--- config.mk ---
export PLATFORM = sky130hd
export DESIGN_NAME = dmem_banked_ctrl_flat
export DESIGN_NICKNAME = d
export VERILOG_FILES = /design/src/rtl/dmem_pkg.sv /design/src/rtl/dmem_banked_ctrl_if.sv /design/src/rtl/dmem_lane_align.sv /design/src/rtl/dmem_banked_ctrl.sv /design/src/flat_wrapper.sv
export SDC_FILE = /design/constraint.sdc
export NUM_CORES = 1
export LEC_CHECK = 0
export CORE_ASPECT_RATIO = 0.5
export CORE_MARGIN = 3
export CORE_UTILIZATION = 50
export CTS_CLUSTER_DIAMETER = 40
export DETAILED_ROUTE_END_ITERATION = 7
export PLACE_DENSITY = 0.66
export SLEW_MARGIN = 20
export SYNTH_ARGS = -nofsm -noshare
export SYNTH_HDL_FRONTEND = slang
export SYNTH_HIERARCHICAL = 1
export SYNTH_SLANG_ARGS = --single-unit
--- constraint.sdc ---
create_clock -name clk -period 7.6 [get_ports clk]
set_input_delay 2.28 -clock clk [delete_from_list [all_inputs] [get_ports clk]]
set_output_delay 2.28 -clock clk [all_outputs]
set_load 0.05 [all_outputs]
--- src/rtl/dmem_pkg.sv ---
// Shared definitions for the banked data memory controller:
// access-size encodings, controller state encoding and wait-counter width.
package dmem_pkg;

    typedef enum logic [1:0] {
        SZ_BYTE = 2'b00,
        SZ_HALF = 2'b01,
        SZ_WORD = 2'b10,
        SZ_RSVD = 2'b11
    } size_e;

    typedef enum logic [1:0] {
        IDLE = 2'b00,
        BUSY = 2'b01,
        RESP = 2'b10
    } state_e;

    localparam int WAIT_CNT_W = 4;

endpackage

--- src/rtl/dmem_banked_ctrl_if.sv ---
// Request/response bundle of the data memory: valid/ready request side
// plus a one-cycle response strobe with no backpressure.
interface dmem_banked_ctrl_if #(
    parameter int ADDR_W = 32
) ();
    logic              req_valid;
    logic              req_ready;
    logic              req_we;
    logic [1:0]        req_size;
    logic              req_unsigned;
    logic [ADDR_W-1:0] req_addr;
    logic [31:0]       req_wdata;
    logic              rsp_valid;
    logic [31:0]       rsp_rdata;
    logic              rsp_err;

    modport master (
        output req_valid, req_we, req_size, req_unsigned, req_addr, req_wdata,
        input  req_ready, rsp_valid, rsp_rdata, rsp_err
    );

    modport slave (
        input  req_valid, req_we, req_size, req_unsigned, req_addr, req_wdata,
        output req_ready, rsp_valid, rsp_rdata, rsp_err
    );
endinterface

--- src/rtl/dmem_lane_align.sv ---
// Byte-lane steering for the data memory: merges store data into the
// addressed word and extracts/extends load data. Half and word accesses
// ignore the low offset bits that would make them misaligned.
module dmem_lane_align
    import dmem_pkg::*;
(
    input  logic [31:0] i_old_word,
    input  logic [31:0] i_wdata,
    input  size_e       i_size,
    input  logic [1:0]  i_off,
    input  logic        i_unsigned,
    output logic [31:0] o_new_word,
    output logic [31:0] o_load_data
);

    logic [7:0]  w_byte;
    logic [15:0] w_half;

    assign w_byte = i_old_word[{i_off, 3'b000} +: 8];
    assign w_half = i_old_word[{i_off[1], 4'b0000} +: 16];

    // Store merge: replace only the addressed lanes, keep the rest.
    always_comb begin
        o_new_word = i_old_word;
        case (i_size)
            SZ_BYTE: o_new_word[{i_off, 3'b000} +: 8]    = i_wdata[7:0];
            SZ_HALF: o_new_word[{i_off[1], 4'b0000} +: 16] = i_wdata[15:0];
            SZ_WORD: o_new_word = i_wdata;
            default: o_new_word = i_old_word;
        endcase
    end

    // Load extract: pick the same lanes a store would touch, then extend.
    always_comb begin
        o_load_data = 32'h0;
        case (i_size)
            SZ_BYTE: o_load_data = i_unsigned ? {24'h0, w_byte} : {{24{w_byte[7]}}, w_byte};
            SZ_HALF: o_load_data = i_unsigned ? {16'h0, w_half} : {{16{w_half[15]}}, w_half};
            SZ_WORD: o_load_data = i_old_word;
            default: o_load_data = 32'h0;
        endcase
    end

endmodule

--- src/rtl/dmem_banked_ctrl.sv ---
// Parametrised data memory with a valid/ready request port, byte/half/word
// accesses, programmable wait states and error reporting.
// Optional build macro: DMEM_ALIGN_CHECK_EN -- when defined, misaligned half
// and word accesses are rejected; otherwise they are force-aligned.
module dmem_banked_ctrl
    import dmem_pkg::*;
#(
    parameter int DEPTH       = 32,
    parameter int WAIT_CYCLES = 0,
    parameter int ADDR_W      = 32
) (
    input  logic clk,
    input  logic rst,
    dmem_banked_ctrl_if.slave bus
);

    localparam int              IDX_W     = $clog2(DEPTH);
    localparam logic [ADDR_W:0] MEM_BYTES = (ADDR_W+1)'(4 * DEPTH);

    state_e                r_state;
    logic [WAIT_CNT_W-1:0] r_cnt;
    logic                  r_ready;
    logic                  r_we;
    logic                  r_unsigned;
    size_e                 r_size;
    logic [ADDR_W-1:0]     r_addr;
    logic [31:0]           r_wdata;
    logic                  r_rsp_valid;
    logic [31:0]           r_rdata;
    logic                  r_err;
    logic [31:0]           r_mem [DEPTH];

    logic [IDX_W-1:0] w_idx;
    logic [31:0]      w_old_word;
    logic [31:0]      w_new_word;
    logic [31:0]      w_load_data;
    logic             w_range_err;
    logic             w_size_err;
    logic             w_align_err;
    logic             w_err;
    logic             w_access;

    assign w_idx       = r_addr[IDX_W+1:2];
    assign w_old_word  = r_mem[w_idx];
    assign w_range_err = {1'b0, r_addr} >= MEM_BYTES;
    assign w_size_err  = (r_size == SZ_RSVD);
`ifdef DMEM_ALIGN_CHECK_EN
    assign w_align_err = ((r_size == SZ_HALF) && r_addr[0]) ||
                         ((r_size == SZ_WORD) && (r_addr[1:0] != 2'b00));
`else
    assign w_align_err = 1'b0;
`endif
    assign w_err       = w_range_err || w_size_err || w_align_err;
    assign w_access    = (r_state == BUSY) && (r_cnt == '0);

    dmem_lane_align u_lane_align (
        .i_old_word  (w_old_word),
        .i_wdata     (r_wdata),
        .i_size      (r_size),
        .i_off       (r_addr[1:0]),
        .i_unsigned  (r_unsigned),
        .o_new_word  (w_new_word),
        .o_load_data (w_load_data)
    );

    // Ready is masked by rst so it reads low for the whole reset window.
    assign bus.req_ready = r_ready && !rst;
    assign bus.rsp_valid = r_rsp_valid;
    assign bus.rsp_rdata = r_rdata;
    assign bus.rsp_err   = r_err;

    // Controller: accept, count wait states, access, then one response cycle.
    always_ff @(posedge clk) begin
        if (rst) begin
            r_state     <= IDLE;
            r_cnt       <= '0;
            r_ready     <= 1'b1;
            r_we        <= 1'b0;
            r_unsigned  <= 1'b0;
            r_size      <= SZ_BYTE;
            r_addr      <= '0;
            r_wdata     <= 32'h0;
            r_rsp_valid <= 1'b0;
            r_rdata     <= 32'h0;
            r_err       <= 1'b0;
        end else begin
            case (r_state)
                IDLE: begin
                    if (bus.req_valid) begin
                        r_we       <= bus.req_we;
                        r_size     <= size_e'(bus.req_size);
                        r_unsigned <= bus.req_unsigned;
                        r_addr     <= bus.req_addr;
                        r_wdata    <= bus.req_wdata;
                        r_cnt      <= WAIT_CNT_W'(WAIT_CYCLES);
                        r_ready    <= 1'b0;
                        r_state    <= BUSY;
                    end
                end
                BUSY: begin
                    if (r_cnt != '0) begin
                        r_cnt <= r_cnt - 1'b1;
                    end else begin
                        r_rsp_valid <= 1'b1;
                        r_err       <= w_err;
                        r_rdata     <= (w_err || r_we) ? 32'h0 : w_load_data;
                        r_state     <= RESP;
                    end
                end
                RESP: begin
                    r_rsp_valid <= 1'b0;
                    r_ready     <= 1'b1;
                    r_state     <= IDLE;
                end
                default: begin
                    r_rsp_valid <= 1'b0;
                    r_ready     <= 1'b1;
                    r_state     <= IDLE;
                end
            endcase
        end
    end

    // Array write happens only on the access edge of an error-free store.
    always_ff @(posedge clk) begin
        if (!rst && w_access && r_we && !w_err) begin
            r_mem[w_idx] <= w_new_word;
        end
    end

endmodule

--- src/flat_wrapper.sv ---
// flat-port wrapper written by rule: the top's interface ports become plain ports
module dmem_banked_ctrl_flat import dmem_pkg::*;
#(
    parameter int DEPTH       = 32,
    parameter int WAIT_CYCLES = 0,
    parameter int ADDR_W      = 32
)
  (clk, rst, bus_req_valid, bus_req_we, bus_req_size, bus_req_unsigned, bus_req_addr, bus_req_wdata, bus_req_ready, bus_rsp_valid, bus_rsp_rdata, bus_rsp_err);
  dmem_banked_ctrl_if #(.ADDR_W(ADDR_W)) bus_i ();
  input  logic clk;
  input  logic rst;
  input wire logic [$bits(bus_i.req_valid)-1:0] bus_req_valid;
  input wire logic [$bits(bus_i.req_we)-1:0] bus_req_we;
  input wire logic [$bits(bus_i.req_size)-1:0] bus_req_size;
  input wire logic [$bits(bus_i.req_unsigned)-1:0] bus_req_unsigned;
  input wire logic [$bits(bus_i.req_addr)-1:0] bus_req_addr;
  input wire logic [$bits(bus_i.req_wdata)-1:0] bus_req_wdata;
  output wire logic [$bits(bus_i.req_ready)-1:0] bus_req_ready;
  output wire logic [$bits(bus_i.rsp_valid)-1:0] bus_rsp_valid;
  output wire logic [$bits(bus_i.rsp_rdata)-1:0] bus_rsp_rdata;
  output wire logic [$bits(bus_i.rsp_err)-1:0] bus_rsp_err;
  assign bus_i.req_valid = bus_req_valid;
  assign bus_i.req_we = bus_req_we;
  assign bus_i.req_size = bus_req_size;
  assign bus_i.req_unsigned = bus_req_unsigned;
  assign bus_i.req_addr = bus_req_addr;
  assign bus_i.req_wdata = bus_req_wdata;
  assign bus_req_ready = bus_i.req_ready;
  assign bus_rsp_valid = bus_i.rsp_valid;
  assign bus_rsp_rdata = bus_i.rsp_rdata;
  assign bus_rsp_err = bus_i.rsp_err;
  dmem_banked_ctrl #(.DEPTH(DEPTH), .WAIT_CYCLES(WAIT_CYCLES), .ADDR_W(ADDR_W)) u_core (.clk(clk), .rst(rst), .bus(bus_i));
endmodule
== Yosys cells after proc, flatten, opt, wreduce, memory -nomap -nowiden ==
Memory sizes are Yosys's and may differ from the RTL's. A register that Yosys moved wholly into a read port is not among the register bits.
Index checks and enable logic that the tools add are counted.

* Word-level logic and storage cells: 73
* RAM bits: 1024
* Memories: 1
* Output and inout port bits: 35
* Register bits after elaboration: 109
* Input bits: 71

{| class="wikitable"
|+ Memory list
! memory !! depth !! width !! rd ports !! clocked after memory_dff !! write ports !! RTL line !! text
|-
| u_core.r_mem || 32 || 32 || 1 || 1 || 1 || dmem_banked_ctrl.sv:31 || <nowiki>logic [31:0] r_mem [DEPTH];</nowiki>
|}

* Shift operators: 6
* Bitwise gates (word level): 3
* $add $sub $neg: 3
* Order comparisons: 1
* Equal/unequal tests: 7
* Mux-type cells: 21
* Reduce and logical (&&, ||, !) cells: 20

{| class="wikitable"
|+ Operators with widths
! operator !! count
|-
| 32-bit one-hot mux with 3 select lines || 2
|-
| 32-bit 2-to-1 mux || 3
|-
| 32-bit bitwise mux || 2
|-
| 32-bit by 8-bit greater-or-equal comparator with 1-bit output, second input constant || 1
|-
| 16-bit by 7-bit variable shift with 32-bit output, first input constant || 1
|-
| 8-bit by 7-bit variable shift with 32-bit output, first input constant || 1
|-
| 16-bit by 7-bit variable part select with 32-bit output || 1
|-
| 32-bit by 6-bit variable part select with 16-bit output || 1
|-
| 32-bit by 6-bit variable part select with 8-bit output || 1
|-
| 8-bit by 7-bit variable part select with 32-bit output || 1
|-
| 5-bit negation with 7-bit output || 2
|-
| 5-bit 2-to-1 mux || 2
|-
| 2-bit AND reduction || 5
|-
| 4-bit 2-to-1 mux || 2
|-
| 4-bit one-hot mux with 2 select lines || 1
|-
| 2-bit != test, second input constant || 3
|-
| 1-bit logical AND || 5
|-
| 2-bit by 1-bit == test with 1-bit output, second input constant || 2
|-
| 2-bit == test, second input constant || 2
|-
| 2-bit logical NOT || 2
|-
| 4-bit logical NOT || 1
|-
| 1-bit 2-to-1 mux || 4
|-
| 2-bit 2-to-1 mux || 2
|-
| 1-bit one-hot mux with 2 select lines || 2
|-
| 8 further kinds || 12
|}

== Longest topological paths before layout ==
* Depth in word-level cells: 7
* Mapped depth: 12
* Depth with buffers taken out: 8

== By module ==
The synthesis kept the hierarchy.

{| class="wikitable"
|+ Modules (own cells, without submodules)
! module !! instances !! cells an instance !! sequential area each (sq um) !! area each (sq um)
|-
| dmem_banked_ctrl || 1 || 2666 || 33031.7 || 43477.9
|-
| dmem_lane_align || 1 || 287 || 0.0 || 2052.0
|}

== Worst setup path before layout ==
Ideal clock, no wire load.

* Path type: input to register
* Start: in rst
* End: mem u_core.r_mem[10][0], enable pin
* Data required time: 7.098 ns
* Path buffers: 1
* Arrival: 5.919 ns
* Stages on the path: 3
* Library setup time: 0.502 ns
* Setup slack: 1.180 ns
* Cell sequence: clkbuf_1 > nand3b_1 > nor4_1

* Word-level cells in the longest chain between the ends: 6

{| class="wikitable"
|+ RTL lines
! element !! RTL line !! text
|-
| start: declaration || flat_wrapper.sv:11 || <nowiki>input logic rst;</nowiki>
|-
| 1-bit logical NOT || dmem_banked_ctrl.sv:126 || <nowiki>if (!rst && w_access && r_we && !w_err) begin</nowiki>
|-
| 1-bit logical AND (3 in a row) || dmem_banked_ctrl.sv:126 ||
|-
| 1-bit 2-to-1 mux || dmem_banked_ctrl.sv:126 ||
|-
| 1-bit 2-to-1 mux (not written as such) || dmem_banked_ctrl.sv:127 || <nowiki>r_mem[w_idx] <= w_new_word;</nowiki>
|-
| end: declaration || dmem_banked_ctrl.sv:31 ||
|}

No other way between the ends.

== Worst setup path after layout ==
* Start: in rst
* End: out bus_req_ready

* Word-level cells in the longest chain between the ends: 2

{| class="wikitable"
|+ RTL lines
! element !! RTL line !! text
|-
| 1-bit logical NOT || dmem_banked_ctrl.sv:67 || <nowiki>assign bus.req_ready = r_ready && !rst;</nowiki>
|-
| 1-bit logical AND || dmem_banked_ctrl.sv:67 ||
|-
| end: declaration || flat_wrapper.sv:18 || <nowiki>output wire logic [$bits(bus_i.req_ready)-1:0] bus_req_ready;</nowiki>
|}

No other way between the ends.

==> results.md <==
- Outcome: finished, final reports clean
- Fillers: 6678
- Setup Slack @ Placement: 1.60 ns
- Initial DRT Pass Iterations: 6
- H-tree depth: 3
- Peak supply drop: 0.000199 V
- FFs w/ async S/R, synth: 0
- Yosys reg bits: 1138
- Mean routed wirelength per cell: 29.2 µm
- Final worst-path cycle share: 0.766
- Hold_ws: 0.456 ns
- Area of the die: 94900 µm²
- Clk buf depth: 3
- CTS resizes: 0
- CP required: 5.32 ns
- RSZ-0062 raised after global routing: no
- Pin count of the biggest net entering global routing: 101
- Syn Nets: 3030
- Root Driver: clkbuf_16
- Cell count after synthesis: 2953
- Final setup margin: 1.78 ns
- Largest delay share family, worst path: buffers and inverters
- Critical path class: input pin to primary output
- Die Height: 219 µm
- Gpl congestion: 0.868
- Routed WL: 127000 µm
- Synth Warn #: 6
- Vias in the first global route: 25307
- Worst-Margin Slew: 1.16 ns
- Starting Density: 0.510
- Die W: 433 µm
- Max-Slew Margin vs Limit: 0.224
- Hold Buf Count CTS: 0
- Gr ovfl total: 0
- Final net count: 3145
- P&R area growth vs syn: 14.9%
- EDFF count, synth: 1024
- Top_reg_cell synth: edfxtp_1
- Clk slew on worst S/H paths: 0.06 ns
- Via/cell ratio: 6.32
- Critical path's largest stage delay: 0.83 ns
- Area after DPL: 48400 µm²
- Placed cells: 4131
- Final setup skew: 0.0332 ns
- Post-DP HPWL: 80100 µm
- Cell Count, Final, Fillers Out: 4343
- First-pass GRT wire length: 180000 µm
- IO Pins: 106
- Cell taking the most area after synthesis: edfxtp_1
- DRT iter0 DRCs: 3613
- Max Clk Rate: 172 MHz
- Port Buf Inserts: 105
- Cell Area, Synth: 45500 µm²
- Total GRT Usage: 0.264
- Clk Latency, worst-skew pair: 0.72 ns
- Number of diodes: 0
- Fin util: 0.586
- Initial antenna violation count: 8
- Final setup vio count: 0
- Core area: 89300 µm²
- Syn_area_per_cell: 15.4 µm²
- Via count: 27443
- Sum of buffers and inverters on the critical path: 2
- Post-synthesis sequential area ratio: 0.725
- Yosys cell types: 62
- Post-layout min period: 5.82 ns
- CTS Sinks: 1138
- Worst hold path type: flop to flop
- Design Area, Final: 52300 µm²
- Leak: 16.4 nW
- Setup bufs post-CTS: 0
- Pwr dens: 270 nW/µm²
- Post-synth top area share: 0.675
- TritonCTS Buffers: 109
- Most frequent cells in the layout: 1024 x edfxtp_1, 538 x mux2i_1, 262 x nand2_1
- Worst-path cell chain: buf_2, nor2b_1, clkdlybuf4s50_1
- Commonest non-fill, non-tap cell in the layout: edfxtp_1
- Slowest cell on the critical path: clkdlybuf4s50_1
- Final Max Tran Viols: 0
- Total power: 14.1 mW
- Crit-path max FO: 23
- Crit. End Element: primary output
- Layout cells sized above 1: 0.105
- Drt drc: 0
- Worst Path Arrival: 3.54 ns
- Setup total negative slack: 0 ns
- Num rows: 77
- CP Launch Type: input pin
- Antenna Nets Post-Route: 0
- CTS tree: built
- Final hold violations: 0
- Synth top area cells: edfxtp_1 68%, mux2i_1 12%, dfxtp_1 5.0%
- MaxCap Viol Count: 0
## logic make-up (layout without fill, tap and decap cells)
logic type | count (synthesis) | in the layout | share of synthesized area
DFF | 1138 | 1138 | 0.725
and+or+nand+nor | 584 | 584 | 0.0623
buffers and inverters | 203 | 408 | 0.0194
xor gates and xnor gates | 2 | 2 | 0.000385
muxes | 542 | 542 | 0.120
adders and majority gates | 6 | 6 | 0.00165
AOI/OAI and AO/OA | 478 | 478 | 0.0710
## per-layer routing
metal / global-route usage / wire [µm] / vias up
li1: - / - / 11749
met1: 0.407 / 54900 / 13997
met2: 0.368 / 53100 / 1504
met3: 0.0743 / 15900 / 187
met4: 0.0659 / 2900 / 6
met5: 0 / 46 / -
## registers in the layout, indices dropped and copies added (netlist names), named ones only
name                  cells
u_core/r_unsigned         1
u_core/bus.rsp_valid      1
u_core/r_mem           1024
u_core/r_size             2
u_core/r_wdata           32
u_core/r_state            2
u_core/bus.rsp_rdata     32
u_core/r_cnt              4
u_core/r_addr            32
u_core/r_we               1
u_core/r_ready            1
u_core/bus.rsp_err        1
## cell usage after synthesis (3+ instances only)
library cell and count:
nand2_1 263, a221oi_1 8, a21o_1 3, and3_1 3, a31oi_1 4, o2bb2ai_1 13
and2_1 10, o22ai_1 6, o21ai_0 20, mux2i_1 538, a211o_1 8, or2_2 3
nor3_1 5, a21oi_1 169, buf_2 65, buf_1 8, ha_1 6, nand3_1 134
a211oi_1 11, o21ai_1 3, nand3b_1 4, or3b_2 3, nor2b_1 24, nand4_1 43
a22o_1 39, inv_1 7, and3b_1 6, nor2_1 41, edfxtp_1 1024, a221o_1 17
clkbuf_1 113, dfxtp_1 114, nor4_1 11, nor3b_1 5, a22oi_1 163, nand2b_1 11
buf_4 7, o211ai_1 6
## worst paths after layout
path                                       start                             end  slack [ns]  cells past startpoint
setup / recovery                             rst                   bus_req_ready        1.78                      3
hold / removal    u_core/r_addr[12]$_SDFFE_PP0P_  u_core/r_addr[12]$_SDFFE_PP0P_        0.46                      2
setup reg to reg                            flop  u_core/r_mem[12][24]$_DFFE_PP_        2.98                      9
hold reg to reg   u_core/r_addr[12]$_SDFFE_PP0P_  u_core/r_addr[12]$_SDFFE_PP0P_        0.46                      2
## area by class of cell
cell class / count / area [µm²] / share of cell area
inverter: 8 / 30.0 / 0.000574
tap: 1185 / 1480 / 0.0283
sequential: 1138 / 33000 / 0.632
clock inverter: 67 / 713 / 0.0136
multi-input combinational: 1612 / 11900 / 0.228
timing repair buffer: 199 / 2210 / 0.0423
clock buffer: 134 / 2880 / 0.0551
## report_power, final
group / switching, mW / internal, mW / leakage, nW
clock: 2.37 / 3.07 / 1.74
combinational: 1.16 / 0.378 / 4.47
sequential: 0.0352 / 7.14 / 10.2
## tightest hold or removal path: cells and delay by family (launching register included)
family           cells  cell delay, ns
AND/OR/NAND/NOR      1            0.05
flip-flops           1            0.31
AO/OA/AOI/OAI        1            0.05
Note: power is estimated with default switching activity, not from simulation.
